`config.mk`:
```
export PLATFORM = sky130hd
export DESIGN_NAME = riscv_mc_control_flat
export DESIGN_NICKNAME = d
export VERILOG_FILES = /design/src/rtl/riscv_mc_pkg.sv /design/src/rtl/riscv_mc_control_if.sv /design/src/rtl/riscv_mc_control_instret_counter.sv /design/src/rtl/riscv_mc_control.sv /design/src/flat_wrapper.sv
export SDC_FILE = /design/constraint.sdc
export NUM_CORES = 1
export LEC_CHECK = 0
export CORE_MARGIN = 10
export CORE_UTILIZATION = 30
export CTS_BUF_LIST = sky130_fd_sc_hd__clkbuf_2 sky130_fd_sc_hd__clkbuf_4 sky130_fd_sc_hd__clkbuf_8
export DETAILED_ROUTE_END_ITERATION = 10
export PLACE_DENSITY = 0.6
export SKIP_CTS_REPAIR_TIMING = 1
export SYNTH_ARGS = -nofsm -noshare
export SYNTH_HDL_FRONTEND = slang
export SYNTH_SLANG_ARGS = --single-unit
```
`constraint.sdc`:
```
create_clock -name clk -period 1.9 [get_ports clk]
set_clock_uncertainty 0.05 [all_clocks]
set_input_delay 0.38 -clock clk [delete_from_list [all_inputs] [get_ports clk]]
set_output_delay 0.38 -clock clk [all_outputs]
set_load 0.02 [all_outputs]
```
`src/rtl/riscv_mc_pkg.sv`:
```
`default_nettype none
// ============================================================================
// Module      : riscv_mc_pkg
// Description : Shared types and encodings for the multi-cycle RISC-V main
//               control FSM: state enumeration, RV32I opcodes and the select
//               encodings driven towards the datapath.
// Revision    : 1.0 - initial release
// ============================================================================
package riscv_mc_pkg;

    typedef enum logic [3:0] {
        S_FETCH    = 4'd0,
        S_DECODE   = 4'd1,
        S_MEMADR   = 4'd2,
        S_MEMREAD  = 4'd3,
        S_MEMWB    = 4'd4,
        S_MEMWRITE = 4'd5,
        S_EXECR    = 4'd6,
        S_EXECI    = 4'd7,
        S_ALUWB    = 4'd8,
        S_BEQ      = 4'd9,
        S_JAL      = 4'd10,
        S_TRAP     = 4'd11
    } state_t;

    // Supported opcodes (instr[6:0])
    localparam logic [6:0] c_op_r    = 7'b0110011;
    localparam logic [6:0] c_op_i    = 7'b0010011;
    localparam logic [6:0] c_op_lw   = 7'b0000011;
    localparam logic [6:0] c_op_sw   = 7'b0100011;
    localparam logic [6:0] c_op_beq  = 7'b1100011;
    localparam logic [6:0] c_op_jal  = 7'b1101111;

    // ALU A operand select
    localparam logic [1:0] c_srca_pc    = 2'b00;
    localparam logic [1:0] c_srca_oldpc = 2'b01;
    localparam logic [1:0] c_srca_rs1   = 2'b10;

    // ALU B operand select
    localparam logic [1:0] c_srcb_rs2   = 2'b00;
    localparam logic [1:0] c_srcb_imm   = 2'b01;
    localparam logic [1:0] c_srcb_four  = 2'b10;

    // Result select
    localparam logic [1:0] c_res_aluout  = 2'b00;
    localparam logic [1:0] c_res_memdata = 2'b01;
    localparam logic [1:0] c_res_alures  = 2'b10;

    // ALU-control operation class
    localparam logic [1:0] c_aluop_add   = 2'b00;
    localparam logic [1:0] c_aluop_sub   = 2'b01;
    localparam logic [1:0] c_aluop_funct = 2'b10;

endpackage
`default_nettype wire

```
`src/rtl/riscv_mc_control_if.sv`:
```
`default_nettype none
// ============================================================================
// Module      : riscv_mc_control_if
// Description : Bundle between the main control FSM and the datapath.
//               master  : the control FSM (consumes opcode/zero/mem_ready,
//                         drives every control and instret)
//               slave   : the datapath / memory side
// Revision    : 1.0 - initial release
// ============================================================================
interface riscv_mc_control_if;
    logic [6:0]  opcode;
    logic        zero;
    logic        mem_ready;
    logic        mem_req;
    logic        mem_write;
    logic        adr_src;
    logic        ir_write;
    logic        pc_en;
    logic [1:0]  alu_src_a;
    logic [1:0]  alu_src_b;
    logic [1:0]  aluop;
    logic        imm_op;
    logic [1:0]  result_src;
    logic        reg_write;
    logic        illegal;
    logic [31:0] instret;

    modport master (
        input  opcode, zero, mem_ready,
        output mem_req, mem_write, adr_src, ir_write, pc_en,
               alu_src_a, alu_src_b, aluop, imm_op, result_src,
               reg_write, illegal, instret
    );

    modport slave (
        output opcode, zero, mem_ready,
        input  mem_req, mem_write, adr_src, ir_write, pc_en,
               alu_src_a, alu_src_b, aluop, imm_op, result_src,
               reg_write, illegal, instret
    );
endinterface
`default_nettype wire

```
`src/rtl/riscv_mc_control_instret_counter.sv`:
```
`default_nettype none
// ============================================================================
// Module      : instret_counter
// Description : 32-bit retired-instruction counter, wraps 0xFFFFFFFF -> 0.
//   clk      in   rising-edge clock
//   reset    in   asynchronous active-high reset (loads RST_VALUE)
//   i_inc    in   count enable, one increment per enabled cycle
//   o_count  out  current count
// Revision    : 1.0 - initial release
// ============================================================================
module instret_counter #(
    parameter logic [31:0] RST_VALUE = 32'd0
) (
    input  wire logic        clk,
    input  wire logic        reset,
    input  wire logic        i_inc,
    output logic [31:0]      o_count
);

    logic [31:0] r_count;

    // Natural modulo-2^32 addition gives the wrap.
    always_ff @(posedge clk or posedge reset) begin
        if (reset) begin
            r_count <= RST_VALUE;
        end else if (i_inc) begin
            r_count <= r_count + 32'd1;
        end
    end

    assign o_count = r_count;

endmodule
`default_nettype wire

```
`src/rtl/riscv_mc_control.sv`:
```
`default_nettype none
// ============================================================================
// Module      : riscv_mc_control
// Description : Multi-cycle main control FSM. Sequences the shared ALU and
//               the unified memory port through FETCH/DECODE/EXECUTE/MEM/
//               WRITEBACK, drives aluop for the ALU-control decoder and keeps
//               a retired-instruction counter.
//   clk    in   rising-edge clock
//   reset  in   asynchronous active-high reset
//   bus    master modport: opcode/zero/mem_ready in; memory handshake,
//          datapath selects/enables, illegal and instret out
// Revision    : 1.0 - initial release
// ============================================================================
module riscv_mc_control
    import riscv_mc_pkg::*;
(
    input  wire logic          clk,
    input  wire logic          reset,
    riscv_mc_control_if.master bus
);

    state_t r_state;
    state_t w_next;

    logic       w_mem_req;
    logic       w_mem_write;
    logic       w_adr_src;
    logic       w_ir_write;
    logic       w_pc_write;
    logic       w_branch;
    logic [1:0] w_alu_src_a;
    logic [1:0] w_alu_src_b;
    logic [1:0] w_aluop;
    logic       w_imm_op;
    logic [1:0] w_result_src;
    logic       w_reg_write;
    logic       w_retire;

    always_ff @(posedge clk or posedge reset) begin
        if (reset) begin
            r_state <= S_FETCH;
        end else begin
            r_state <= w_next;
        end
    end

    always_comb begin
        w_next       = r_state;
        w_mem_req    = 1'b0;
        w_mem_write  = 1'b0;
        w_adr_src    = 1'b0;
        w_ir_write   = 1'b0;
        w_pc_write   = 1'b0;
        w_branch     = 1'b0;
        w_alu_src_a  = c_srca_pc;
        w_alu_src_b  = c_srcb_rs2;
        w_aluop      = c_aluop_add;
        w_imm_op     = 1'b0;
        w_result_src = c_res_aluout;
        w_reg_write  = 1'b0;
        w_retire     = 1'b0;

        case (r_state)
            S_FETCH: begin
                // PC+4 is written back the same cycle the instruction lands.
                w_mem_req    = 1'b1;
                w_alu_src_a  = c_srca_pc;
                w_alu_src_b  = c_srcb_four;
                w_result_src = c_res_alures;
                w_ir_write   = bus.mem_ready;
                w_pc_write   = bus.mem_ready;
                if (bus.mem_ready) begin
                    w_next = S_DECODE;
                end
            end
            S_DECODE: begin
                // Speculative branch/jump target OldPC+imm into ALUOut.
                w_alu_src_a = c_srca_oldpc;
                w_alu_src_b = c_srcb_imm;
                case (bus.opcode)
                    c_op_lw,
                    c_op_sw:  w_next = S_MEMADR;
                    c_op_r:   w_next = S_EXECR;
                    c_op_i:   w_next = S_EXECI;
                    c_op_beq: w_next = S_BEQ;
                    c_op_jal: w_next = S_JAL;
                    default:  w_next = S_TRAP;
                endcase
            end
            S_MEMADR: begin
                w_alu_src_a = c_srca_rs1;
                w_alu_src_b = c_srcb_imm;
                w_next      = (bus.opcode == c_op_sw) ? S_MEMWRITE : S_MEMREAD;
            end
            S_MEMREAD: begin
                w_mem_req = 1'b1;
                w_adr_src = 1'b1;
                if (bus.mem_ready) begin
                    w_next = S_MEMWB;
                end
            end
            S_MEMWB: begin
                w_result_src = c_res_memdata;
                w_reg_write  = 1'b1;
                w_retire     = 1'b1;
                w_next       = S_FETCH;
            end
            S_MEMWRITE: begin
                w_mem_req   = 1'b1;
                w_mem_write = 1'b1;
                w_adr_src   = 1'b1;
                if (bus.mem_ready) begin
                    w_retire = 1'b1;
                    w_next   = S_FETCH;
                end
            end
            S_EXECR: begin
                w_alu_src_a = c_srca_rs1;
                w_alu_src_b = c_srcb_rs2;
                w_aluop     = c_aluop_funct;
                w_next      = S_ALUWB;
            end
            S_EXECI: begin
                w_alu_src_a = c_srca_rs1;
                w_alu_src_b = c_srcb_imm;
                w_aluop     = c_aluop_funct;
                w_imm_op    = 1'b1;
                w_next      = S_ALUWB;
            end
            S_ALUWB: begin
                w_result_src = c_res_aluout;
                w_reg_write  = 1'b1;
                w_retire     = 1'b1;
                w_next       = S_FETCH;
            end
            S_BEQ: begin
                w_alu_src_a  = c_srca_rs1;
                w_alu_src_b  = c_srcb_rs2;
                w_aluop      = c_aluop_sub;
                w_result_src = c_res_aluout;
                w_branch     = 1'b1;
                w_retire     = 1'b1;
                w_next       = S_FETCH;
            end
            S_JAL: begin
                // PC takes the DECODE target from ALUOut while the ALU forms
                // OldPC+4, which ALUWB then writes as the link value.
                w_alu_src_a  = c_srca_oldpc;
                w_alu_src_b  = c_srcb_four;
                w_result_src = c_res_aluout;
                w_pc_write   = 1'b1;
                w_next       = S_ALUWB;
            end
            S_TRAP: begin
                w_next = S_TRAP;
            end
            default: begin
                w_next = S_TRAP;
            end
        endcase
    end

    // Side-effecting strobes are masked while reset is high so that an
    // in-flight memory access is dropped in the same cycle.
    assign bus.mem_req    = w_mem_req & ~reset;
    assign bus.ir_write   = w_ir_write & ~reset;
    assign bus.pc_en      = (w_pc_write | (w_branch & bus.zero)) & ~reset;
    assign bus.reg_write  = w_reg_write & ~reset;
    assign bus.mem_write  = w_mem_write;
    assign bus.adr_src    = w_adr_src;
    assign bus.alu_src_a  = w_alu_src_a;
    assign bus.alu_src_b  = w_alu_src_b;
    assign bus.aluop      = w_aluop;
    assign bus.imm_op     = w_imm_op;
    assign bus.result_src = w_result_src;
    assign bus.illegal    = (r_state == S_TRAP);

    instret_counter u_instret (
        .clk     (clk),
        .reset   (reset),
        .i_inc   (w_retire),
        .o_count (bus.instret)
    );

endmodule
`default_nettype wire

```
`src/flat_wrapper.sv`:
```
// flat-port wrapper written by rule: the top's interface ports become plain ports
module riscv_mc_control_flat import riscv_mc_pkg::*;
  (clk, reset, bus_opcode, bus_zero, bus_mem_ready, bus_mem_req, bus_mem_write, bus_adr_src, bus_ir_write, bus_pc_en, bus_alu_src_a, bus_alu_src_b, bus_aluop, bus_imm_op, bus_result_src, bus_reg_write, bus_illegal, bus_instret);
  riscv_mc_control_if bus_i ();
  input  wire logic clk;
  input  wire logic reset;
  input wire logic [$bits(bus_i.opcode)-1:0] bus_opcode;
  input wire logic [$bits(bus_i.zero)-1:0] bus_zero;
  input wire logic [$bits(bus_i.mem_ready)-1:0] bus_mem_ready;
  output wire logic [$bits(bus_i.mem_req)-1:0] bus_mem_req;
  output wire logic [$bits(bus_i.mem_write)-1:0] bus_mem_write;
  output wire logic [$bits(bus_i.adr_src)-1:0] bus_adr_src;
  output wire logic [$bits(bus_i.ir_write)-1:0] bus_ir_write;
  output wire logic [$bits(bus_i.pc_en)-1:0] bus_pc_en;
  output wire logic [$bits(bus_i.alu_src_a)-1:0] bus_alu_src_a;
  output wire logic [$bits(bus_i.alu_src_b)-1:0] bus_alu_src_b;
  output wire logic [$bits(bus_i.aluop)-1:0] bus_aluop;
  output wire logic [$bits(bus_i.imm_op)-1:0] bus_imm_op;
  output wire logic [$bits(bus_i.result_src)-1:0] bus_result_src;
  output wire logic [$bits(bus_i.reg_write)-1:0] bus_reg_write;
  output wire logic [$bits(bus_i.illegal)-1:0] bus_illegal;
  output wire logic [$bits(bus_i.instret)-1:0] bus_instret;
  assign bus_i.opcode = bus_opcode;
  assign bus_i.zero = bus_zero;
  assign bus_i.mem_ready = bus_mem_ready;
  assign bus_mem_req = bus_i.mem_req;
  assign bus_mem_write = bus_i.mem_write;
  assign bus_adr_src = bus_i.adr_src;
  assign bus_ir_write = bus_i.ir_write;
  assign bus_pc_en = bus_i.pc_en;
  assign bus_alu_src_a = bus_i.alu_src_a;
  assign bus_alu_src_b = bus_i.alu_src_b;
  assign bus_aluop = bus_i.aluop;
  assign bus_imm_op = bus_i.imm_op;
  assign bus_result_src = bus_i.result_src;
  assign bus_reg_write = bus_i.reg_write;
  assign bus_illegal = bus_i.illegal;
  assign bus_instret = bus_i.instret;
  riscv_mc_control u_core (.clk(clk), .reset(reset), .bus(bus_i));
endmodule
```
==> summary.md <==
| Metric | Value |
|---|---|
| Outcome | `complete, but fails checks` |
| Violated checks | `negative setup slack` |
| Sequential cell area | `912.1 µm²` |
| Leading cell type in the layout, fill and taps excluded | `sky130_fd_sc_hd__buf_4` |
| Iteration-0 DRC count of the detailed router | `78` |
| Highest Clock Rate | `0.5059 GHz` |
| Worst-case hold slack | `0.4322 ns` |
| Count of flip-flops with a built-in enable after synthesis | `0` |
| Final antenna-violating net count | `0` |
| Rows | `29` |
| Biggest area consumer among synthesized cells | `sky130_fd_sc_hd__dfrtp_1` |
| Post-layout minimum cycle time | `1.977 ns` |
| Setup TNS | `-0.4257 ns` |
| Async S/R FF share, synth | `1.000` |
| Most frequently used flop master after synthesis | `sky130_fd_sc_hd__dfrtp_1` |
| GPL Wtd Cong | `0.8025` |
| Initial antenna violation count | `0` |
| Post-synthesis instance total | `210` |
| Placed Instance Area | `3065 µm²` |
| Clock tree from TritonCTS | `built` |
| Clock input transition at the sequential cells of the worst setup and hold paths | `0.07 ns` |
| Mapped cell area | `1972 µm²` |
| Cell count of the worst hold path | `1` |
| Post-placement worst setup slack | `-0.4138 ns` |
| Drt via density | `4.798` |
| Maximum buffer depth of the clock tree | `2` |
| Floorplan die height | `101.1 µm` |
| Clock latency at the later pin of the worst-skew pair | `0.28 ns` |
| Multi-input logic area | `1212 µm²` |
| WS Path Type | `reg2out` |
| Class of the most critical hold timing path | `reg2reg` |
| Register bit count reported by yosys | `36` |
| Portion of the clock cycle consumed by the worst path in the final layout | `1.040` |
| CTS root buf | `sky130_fd_sc_hd__clkbuf_8` |
| Total number of vias | `1,948` |
| Estimated wirelength of the detail-placed design | `4234 µm` |
| # IOs | `59` |
| Average wire per cell in the routed design | `13.97 µm` |
| Number of clock sinks | `36` |
| Total non-filler cell area in the finished layout | `3369 µm²` |
| Crit path largest cell delay | `0.42 ns` |
| Type of element capturing the critical path | `output port` |
| Slew of the pin with the lowest slew margin | `0.3854 ns` |
| Unrepaired setup endpoints after global routing | `yes` |
| Port Buffers | `58` |
| Number of hold violations in the final report | `0` |
| Power per standard cell area | `1277 nW/µm²` |
| Worst EP required | `1.47 ns` |
| Max-cap check violation count | `0` |
| Number of nets in the finished design | `340` |
| Inst Count DP | `391` |
| Pin count of the biggest net entering global routing | `37` |
| Non-filler instance count after layout | `406` |
| Pins Over Slew Limit | `0` |
| Starting Density | `0.3105` |
| Routed wire length | `5673 µm` |
| Fraction of the core area covered by cells at the end of the flow | `0.5306` |
| Number of global-route vias before repair | `1,940` |
| Chip Width | `101.1 µm` |
| Synth warnings | `0` |
| Worst-case reg-to-reg path depth | `6` |
| Startpoint kind of the worst setup timing path | `register` |
| Slew HR | `0.7431` |
| Core Region | `6350 µm²` |
| Per-instance average area after synthesis | `9.390 µm²` |
| Share of final-layout standard cells stronger than drive strength 1 | `0.3982` |
| Register area share after synthesis | `0.4569` |
| Leakage power summed over all cells | `1.529 nW` |
| Layout fillers | `578` |
| Critical path arrival | `1.55 ns` |
| H-tree depth | `2` |
| Library cells used by synthesis | `39` |
| DRC violations left | `0` |
| Overall power consumption | `4.304 mW` |
| Smallest setup slack after layout | `-0.07682 ns` |
| Detailed Routing Iterations Pass 1 | `4` |
| Antenna Diode Count | `0` |
| Critical path, cell by cell | `buf_6 > nor2_4 > nand2_2 > a21oi_2 > a31oi_1 > nor3_1 > buf_2` |
| Number of buffers added by the clock tree synthesis step | `5` |
| Die footprint | `10,220 µm²` |
| Mapped Nets | `222` |
| First-pass GRT wire length | `8776 µm` |
| Crit path max-delay cell type | `sky130_fd_sc_hd__dfrtp_2` |
| Gr ovfl total | `0` |
| Cell types occupying the most area after synthesis | `sky130_fd_sc_hd__dfrtp_1 (46%), sky130_fd_sc_hd__xnor2_1 (9.3%), sky130_fd_sc_hd__xor2_1 (4.9%), sky130_fd_sc_hd__nor2_1 (4.2%), sky130_fd_sc_hd__nand3_1 (3.6%)` |
| Area growth syn-to-layout | `70.88%` |
| Fraction of synthesized cell area taken by the top area cell type | `0.4569` |
| Most frequent cells in the layout | `sky130_fd_sc_hd__buf_4 (56), sky130_fd_sc_hd__clkdlybuf4s50_1 (41), sky130_fd_sc_hd__dfrtp_1 (27)` |
| Final setup fails | `12` |
| Largest voltage drop on the vdd net | `995.8 µV` |
| Total track usage | `0.1032` |
| Maximum fanout along the worst path | `4` |
[path summary, 6_finish.rpt]
kind	end	slack, ns	startpoint
min reg2reg	u_core.u_instret.o_count[31]	0.43	u_core.u_instret.o_count[31]
min in group asynchronous	u_core.u_instret.o_count[18]	0.71	reset
max reg2reg	u_core.u_instret.o_count[18]	-0.07	u_core.u_instret.o_count[5]
max	bus_pc_en	-0.08	u_core.r_state[1]
min	u_core.u_instret.o_count[31]	0.43	u_core.u_instret.o_count[31]
max in group asynchronous	u_core.u_instret.o_count[8]	0.89	reset
[cell usage after synthesis (2+ instances only)]
library cell	n
sky130_fd_sc_hd__a21oi_1	8
sky130_fd_sc_hd__xnor2_1	21
sky130_fd_sc_hd__nor3_4	2
sky130_fd_sc_hd__and2_1	2
sky130_fd_sc_hd__nor2b_1	4
sky130_fd_sc_hd__nand4_1	8
sky130_fd_sc_hd__inv_1	7
sky130_fd_sc_hd__nor3b_1	2
sky130_fd_sc_hd__xor2_1	11
sky130_fd_sc_hd__and3_1	7
sky130_fd_sc_hd__o21ai_0	3
sky130_fd_sc_hd__nand2b_1	2
sky130_fd_sc_hd__o22ai_1	2
sky130_fd_sc_hd__nor2_1	22
sky130_fd_sc_hd__nand3_1	14
sky130_fd_sc_hd__nor3_1	11
sky130_fd_sc_hd__or2b_2	2
sky130_fd_sc_hd__nand2_1	18
sky130_fd_sc_hd__dfrtp_1	36
sky130_fd_sc_hd__clkbuf_1	5
sky130_fd_sc_hd__a31oi_1	2
sky130_fd_sc_hd__buf_1	2
sky130_fd_sc_hd__and4_1	3
[critical path, delay by kind of cell, from the launching register on]
family / cells / cell delay, ns
AOI/OAI and AO/OA: 2 / 0.16
buffers and inverters: 2 / 0.34
DFF: 1 / 0.42
and+or+nand+nor: 3 / 0.33
[per-layer routing]
| layer | global-route usage | wire [µm] | part of all wire | vias to the layer above |
|---|---|---|---|---|
| met3 | 0.05898 | 574 | 0.10 | 8 |
| met5 | 0 | 0 | 0 | - |
| met4 | 0.02251 | 64 | 0.011 | 0 |
| li1 | - | - | - | 973 |
| met2 | 0.1558 | 2569 | 0.45 | 60 |
| met1 | 0.1244 | 2465 | 0.43 | 907 |
[state kept, by name, summed over array words and instances, names as in the netlist]
register / flops
u_core.u_instret.o_count: 32
u_core.r_state: 4
[where the power goes]
part | leakage [nW] | switching, mW | internal, mW
clock | 0.0510 | 0.267 | 0.289
sequential | 0.458 | 0.104 | 0.896
combinational | 1.02 | 1.37 | 1.38
total | 1.53 | 1.74 | 2.56
[cells by family after synthesis]
logic type | Yosys count | share of synthesized area
AO/OA/AOI/OAI | 22 | 0.07107
flip-flops | 36 | 0.4569
multiplexers | 1 | 0.005710
buffers and inverters | 14 | 0.02665
AND/OR/NAND/NOR | 104 | 0.2912
adder cells (fa/ha/maj) | 1 | 0.006344
XOR/XNOR | 32 | 0.1421
[cell type report]
cell class,instances,area share
sequential,36,0.2707
clock inverter,2,0.002971
tap,77,0.02859
multi-input combinational,160,0.3598
clock buffer,6,0.02451
timing repair buffer,118,0.3056
inverter,7,0.007798
No activity file was read; power rests on OpenSTA's default activity.
